--- src/rtl/mul_pkg.sv ---
// Shared types and helpers for the pipelined M-extension multiplier.
package mul_pkg;

  localparam int unsigned MUL_OP_W = 2;

  typedef enum logic [MUL_OP_W-1:0] {
    MUL    = 2'b00,
    MULH   = 2'b01,
    MULHSU = 2'b10,
    MULHU  = 2'b11
  } mul_op_e;

  function automatic logic op_a_signed(mul_op_e op);
    return (op == MULH) || (op == MULHSU);
  endfunction

  function automatic logic op_b_signed(mul_op_e op);
    return op == MULH;
  endfunction

endpackage

--- src/rtl/mul_pipe_slot.sv ---
// One pipeline slot: reset/flushable valid bit plus an unreset payload register.
module mul_pipe_slot #(
  parameter int unsigned W = 8
) (
  input  logic         clock,
  input  logic         reset,
  input  logic         en_i,
  input  logic         flush_i,
  input  logic         valid_i,
  input  logic [W-1:0] data_i,
  output logic         valid_o,
  output logic [W-1:0] data_o
);

  logic         valid_d, valid_q;
  logic [W-1:0] data_d, data_q;

  always_comb begin
    valid_d = valid_q;
    if (flush_i) begin
      valid_d = 1'b0;
    end else if (en_i) begin
      valid_d = valid_i;
    end
    data_d = en_i ? data_i : data_q;
  end

  always_ff @(posedge clock or posedge reset) begin
    if (reset) begin
      valid_q <= 1'b0;
    end else begin
      valid_q <= valid_d;
    end
  end

  always_ff @(posedge clock) begin
    data_q <= data_d;
  end

  assign valid_o = valid_q;
  assign data_o  = data_q;

endmodule

--- src/rtl/mul_pipe_unit.sv ---
// Pipelined RV32/RV64 M-extension multiplier with valid/ready handshakes, flush and tag.
module mul_pipe_unit
  import mul_pkg::*;
#(
  parameter int unsigned XLEN   = 32,
  parameter int unsigned STAGES = 3,
  parameter int unsigned TAG_W  = 4
) (
  input  logic                clock,
  input  logic                reset,
  input  logic                in_valid,
  output logic                in_ready,
  input  logic [MUL_OP_W-1:0] in_op,
  input  logic [XLEN-1:0]     in_a,
  input  logic [XLEN-1:0]     in_b,
  input  logic [TAG_W-1:0]    in_tag,
  input  logic                flush,
  output logic                out_valid,
  input  logic                out_ready,
  output logic [XLEN-1:0]     out_res,
  output logic [TAG_W-1:0]    out_tag,
  output logic                busy
);

  localparam int unsigned W = TAG_W + XLEN;

  mul_op_e           op;
  logic [XLEN:0]     a_ext, b_ext;
  logic [2*XLEN-1:0] prod;
  logic [XLEN-1:0]   res;
  logic              advance;

  logic [STAGES:0] valid_chain;
  logic [W-1:0]    data_chain [STAGES+1];

  // Only the low 2*XLEN product bits are ever selected, so operands are
  // extended to exactly that width.
  always_comb begin
    op    = mul_op_e'(in_op);
    a_ext = {op_a_signed(op) & in_a[XLEN-1], in_a};
    b_ext = {op_b_signed(op) & in_b[XLEN-1], in_b};
    prod  = {{(XLEN-1){a_ext[XLEN]}}, a_ext} * {{(XLEN-1){b_ext[XLEN]}}, b_ext};
    res   = (op == MUL) ? prod[XLEN-1:0] : prod[2*XLEN-1:XLEN];
  end

  assign advance        = !out_valid || out_ready;
  assign in_ready       = advance;
  assign valid_chain[0] = in_valid;
  assign data_chain[0]  = {in_tag, res};

  for (genvar s = 0; s < STAGES; s++) begin : g_slot
    mul_pipe_slot #(
      .W(W)
    ) u_slot (
      .clock   (clock),
      .reset   (reset),
      .en_i    (advance),
      .flush_i (flush),
      .valid_i (valid_chain[s]),
      .data_i  (data_chain[s]),
      .valid_o (valid_chain[s+1]),
      .data_o  (data_chain[s+1])
    );
  end

  // Payload is unreset; gating by valid keeps the outputs at zero after reset.
  always_comb begin
    out_valid = valid_chain[STAGES];
    out_res   = out_valid ? data_chain[STAGES][XLEN-1:0] : '0;
    out_tag   = out_valid ? data_chain[STAGES][W-1:XLEN] : '0;
    busy      = |valid_chain[STAGES:1];
  end

endmodule

--- config.mk ---
export PLATFORM = sky130hd
export DESIGN_NAME = mul_pipe_unit
export DESIGN_NICKNAME = d
export VERILOG_FILES = /design/src/rtl/mul_pkg.sv /design/src/rtl/mul_pipe_slot.sv /design/src/rtl/mul_pipe_unit.sv
export SDC_FILE = /design/constraint.sdc
export NUM_CORES = 2
export LEC_CHECK = 0
export ABC_AREA = 0
export CORE_UTILIZATION = 30
export DETAILED_ROUTE_END_ITERATION = 8
export SETUP_SLACK_MARGIN = 0.5
export SYNTH_ARGS = -nofsm -noshare
export SYNTH_HDL_FRONTEND = slang
export SYNTH_SLANG_ARGS = --single-unit
--- constraint.sdc ---
create_clock -name clock -period 5.7 [get_ports clock]
set_input_delay 0.57 -clock clock [delete_from_list [all_inputs] [get_ports clock]]
set_output_delay 0.57 -clock clock [all_outputs]
set_load 0.05 [all_outputs]
[Word-level counts from Yosys, hierarchy flattened]
Cells that the tools add are included.
Storage, ports and cells
  register bits after elaboration: 111
  output and inout bits: 39
  word-level logic and storage cells: 26
Cells by class
  multiply operators: 1
  eq/ne operators: 2
  multiplexer cells: 9
  bitwise operators: 2
  reduce and logical (&&, ||, !) cells: 6
Operators by type and width (number)
  multiplier 33 x 33 -> 64 bit: 1
  2-to-1 mux 32 bit: 2
  2-to-1 mux 1 bit: 6
  2-to-1 mux 4 bit: 1
  OR reduction 3 bit: 1
  bitwise AND 1 bit: 2
  == test 2 x 1 -> 1 bit (second input constant): 1
  == test 2 bit (second input constant): 1
  zero test 2 bit: 1
  logical OR 1 bit: 2
  nonzero test 2 bit: 1
  zero test 1 bit: 1

[Logic depth before layout (Yosys ltp)]
  depth in word-level cells: 5
  mapped depth: 32

[Modules after synthesis]
Synthesis repeated with hierarchy kept, for this count alone.
Unflattened totals
  cells, all modules: 4518
  area, all modules: 42268.0 um2
By module, submodules not included
  mul_pipe_unit: instances 1, cells an instance 4398, area an instance 38897.3 um2, seq. area each 0.0 um2
  mul_pipe_slot: instances 3, cells an instance 40, area an instance 1123.6 um2, seq. area each 1106.1 um2

[Worst setup path after synthesis]
No wires, ideal clock.
  path kind: input port to flip-flop
  start point: input port in_op[1]
  end point: register g_slot[0].u_slot.data_q[31] (data pin)
  library setup time: 266 ps
  data arrival time: 8403 ps
  data required time: 5434 ps
  setup slack: -2968 ps
  stages on the path: 29
  path buffers: 1
  path through: inv_1 ha_1 and2_0 clkbuf_1 nand2_1 inv_1 fa_1 inv_1 fa_1 inv_1 fa_1 fa_1 inv_1 fa_1 inv_1 fa_1 inv_1 fa_1 fa_1 inv_1 ha_1 a21o_1 a21o_1 o21bai_1 a311oi_1 o22a_1 o21ai_2 o21ai_0 or3b_1
RTL lines
  start: declaration: RTL line mul_pipe_unit.sv:13  | input logic [MUL_OP_W-1:0] in_op,
  end signal: assignment: RTL line mul_pipe_slot.sv:37  | data_q <= data_d;
  end: declaration: RTL line mul_pipe_slot.sv:16  | logic [W-1:0] data_d, data_q;

==> qor.yml <==
outcome: "complete, but fails checks"
violations: "negative setup slack"
syn-cell-area_um2: 42060
routed_wl_mm: 132.8
layout-drive-gt1-share_pct: 22.72
viasPerCell: 4.618
rsz0062_at_grt: "true"
tritoncts: "built"
synth_cells: 4505
clock_skew_ns: 0.01792
grt_max_degree: 73
timing.rr.start: "g_slot[2].u_slot.valid_o$_DFFE_PP0P_"
yosysSeqAreaShare_pct: 7.889
num_rows: 137
slowest_stage: "fa_2"
synth-edff-count: 108
wl_met3_mm: 12.00
max_slew_margin_pct: 41.04
critPathMaxFanout: 7
ys_seq_elements: 111
tightest_slew_ns: 0.8844
clock_latency_ns: 0.36
fill_cells: 13550
syn2layout_area_growth_pct: 29.73
place_congestion: 0.9555
cts_inserted_buffers: 9
worst_slack_ns: -2.189
io_pins: 114
start_kind: "primary input"
cts_root_buf: "clkbuf_16"
die_w_um: 376.4
hold_viol_final: 0
die_h_um: 376.4
dp_hpwl_mm: 106.3
grt_usage_pct: 19.29
start_util_pct: 30.18
reg2reg_to: "g_slot[2].u_slot.data_o[23]$_DFFE_PP_"
cts_sinks: 111
endpoint_kind: "flop"
vias: 32410
die_area_um2: 141700
wl_met1_mm: 56.63
htreeDepth: 3
clk_path_buf_depth: 2
fin_cells: 7018
final_nets: 6550
dr_wl_met2_mm: 60.20
cap_violations: 0
crit_type: "primary input to flop"
min-delay-path-class: "primary input to async pin"
final_max_slew_viol_count: 0
fmax_mhz: 126.8
synth_top_area_cell: "fa_1"
required_ns: 5.80
setup_violations: 32
drt-pass1-iter-count: 5
globalRouteOverflowTotal: 0
dp.cells: 6809
post-route-min-period_ns: 7.889
synth_area_leaders: "fa_1, inv_1, edfxtp_1, nand2_1, ha_1"
grt_pass1_wl_mm: 209.4
antenna_found_initial: 4
synth_nets: 5919
fin_crit_sh_pct: 138.4
drtAntennaViolNets: 0
coreArea_um2: 139400
yosysWarningCount: 0
critPathMostFrequentCell: "fa_1"
grt_pass1_vias: 35790
first_iter_violations: 2317
clkTransAtPathRegs_ns: 0.08
yosysUniqueCellTypes: 67
rr_worst_depth: 3
routedWlPerCell_um: 18.92
regToRegSetupSlack_ns: 3.03
post-route-util_pct: 39.15
netlist.area_leader.share_pct: 53.55
synthArstFlopShare_pct: 2.703
syn_area_per_cell_um2: 9.336
port_buffers: 113
drc: 0
cp.arrival_ns: 7.99
slowest_delay_ns: 0.65
routed.top_layer: "met5"
synth_flop_cell: "edfxtp_1"
[cells in the mapped netlist (3+ instances only)]
master / instances
nand3_1: 17
and2_1: 312
o21ai_0: 49
o21a_1: 7
ha_1: 214
a211oi_1: 8
and4_1: 3
or3_1: 4
a31oi_1: 7
or2_2: 12
a221o_1: 3
nand2_1: 838
edfxtp_1: 108
o31ai_1: 5
a21boi_0: 3
nor2_1: 66
xor2_1: 18
and3_1: 25
nor2b_1: 5
a21o_1: 35
nand4_1: 13
clkbuf_1: 232
dfrtp_1: 3
a21oi_1: 66
xnor2_1: 53
fa_1: 1125
nor3_1: 9
o22ai_1: 3
o211ai_1: 4
inv_1: 1195
o21bai_1: 13
a31o_2: 3
a211o_1: 4
[worst max-delay path: cells and delay by family]
| family | cells | cell delay (ns) |
|---|---|---|
| fa+ha+maj | 10 | 4.84 |
| compound gates | 3 | 0.37 |
| buf+inv | 10 | 0.80 |
| simple gates | 6 | 1.37 |
[through the flow]
stage	cell area, um^2	setup slack [ns]	hold slack (ns)	setup TNS, ns
final	54560	-2.189	0.3883	-61.25
after global routing	54560	-2.407	0.4098	-68.27
after CTS	53990	-2.138	0.3703	-59.74
after detailed placement	50290	-3.152	0.4045	-91.29
after global placement	50290	-3.110	0.4014	-89.24
after floorplan	42900	-2.293	0.3236	-53.49
[cell usage in the layout, fill, tap and decap left out, drive strengths merged, types with 15 or more instances in the layout]
| cell type | count |
|---|---|
| nand3 | 17 |
| a21o | 35 |
| nand2 | 838 |
| and3 | 25 |
| ha | 214 |
| clkdlybuf4s50 | 56 |
| edfxtp | 108 |
| nor2 | 66 |
| o21ai | 53 |
| xor2 | 18 |
| xnor2 | 53 |
| and2 | 314 |
| clkdlybuf4s15 | 15 |
| a21oi | 67 |
| buf | 755 |
| fa | 1125 |
| inv | 1193 |
[logic make-up (layout without fill, tap and decap cells)]
family	Yosys count	after routing	synth area share, %
xor+xnor	71	71	1.478
fa+ha+maj	1339	1339	59.91
simple gates	1317	1317	14.19
flops	111	111	7.889
buf+inv	1428	2064	12.75
compound gates	237	237	3.736
mux	2	2	0.04760
other cells	0	1	0
[metal layers]
| metal | up-vias | GRT usage, % |
|---|---|---|
| met5 | - | 0 |
| met3 | 221 | 3.601 |
| li1 | 14160 | - |
| met4 | 6 | 4.502 |
| met1 | 16770 | 26.76 |
| met2 | 1262 | 31.09 |
[state kept, by name, summed over array words and instances, names as in the netlist]
name and count:
g_slot.u_slot.data_o 108, g_slot.u_slot.valid_o 3
[area by class of cell]
type                            instances  area [um^2]  area share (%)
Clock inverter                          7        66.31          0.1215
Clock buffer                            9        225.2          0.4128
Tap cell                             1876         2347           4.302
Timing Repair Buffer                  853         8937           16.38
Multi-Input combinational cell       2966        35130           64.39
Antenna cell                            1        2.502        0.004586
Sequential cell                       111         3318           6.081
Inverter                             1195         4532           8.306
[how the worst max path moves through the flow]
| stage | end | cells after the start | startpoint | slack [ns] |
|---|---|---|---|---|
| global route | g_slot[0].u_slot.data_o[31]$_DFFE_PP_ | 29 | in_op[1] | -2.41 |
| CTS | g_slot[0].u_slot.data_o[31]$_DFFE_PP_ | 32 | in_op[1] | -2.14 |
| global placement | g_slot[0].u_slot.data_o[26]$_DFFE_PP_ | 30 | in_op[1] | -3.11 |
| finish | g_slot[0].u_slot.data_o[31]$_DFFE_PP_ | 29 | in_op[1] | -2.19 |
| floorplan | g_slot[0].u_slot.data_o[31]$_DFFE_PP_ | 29 | in_op[1] | -2.29 |
| detailed placement | g_slot[0].u_slot.data_o[26]$_DFFE_PP_ | 30 | in_op[1] | -3.15 |
[repair_timing]
item	in CTS	in global routing
cloned	21	0
hold buffers	0	0
buffers inserted	148	23
setup endpoints to repair	32	32
pin swaps	323	153
gates resized for setup	555	111
Power is left out: the tool's default activity adds up to more than one toggle a clock period on the data nets, which glitch-free logic cannot reach.
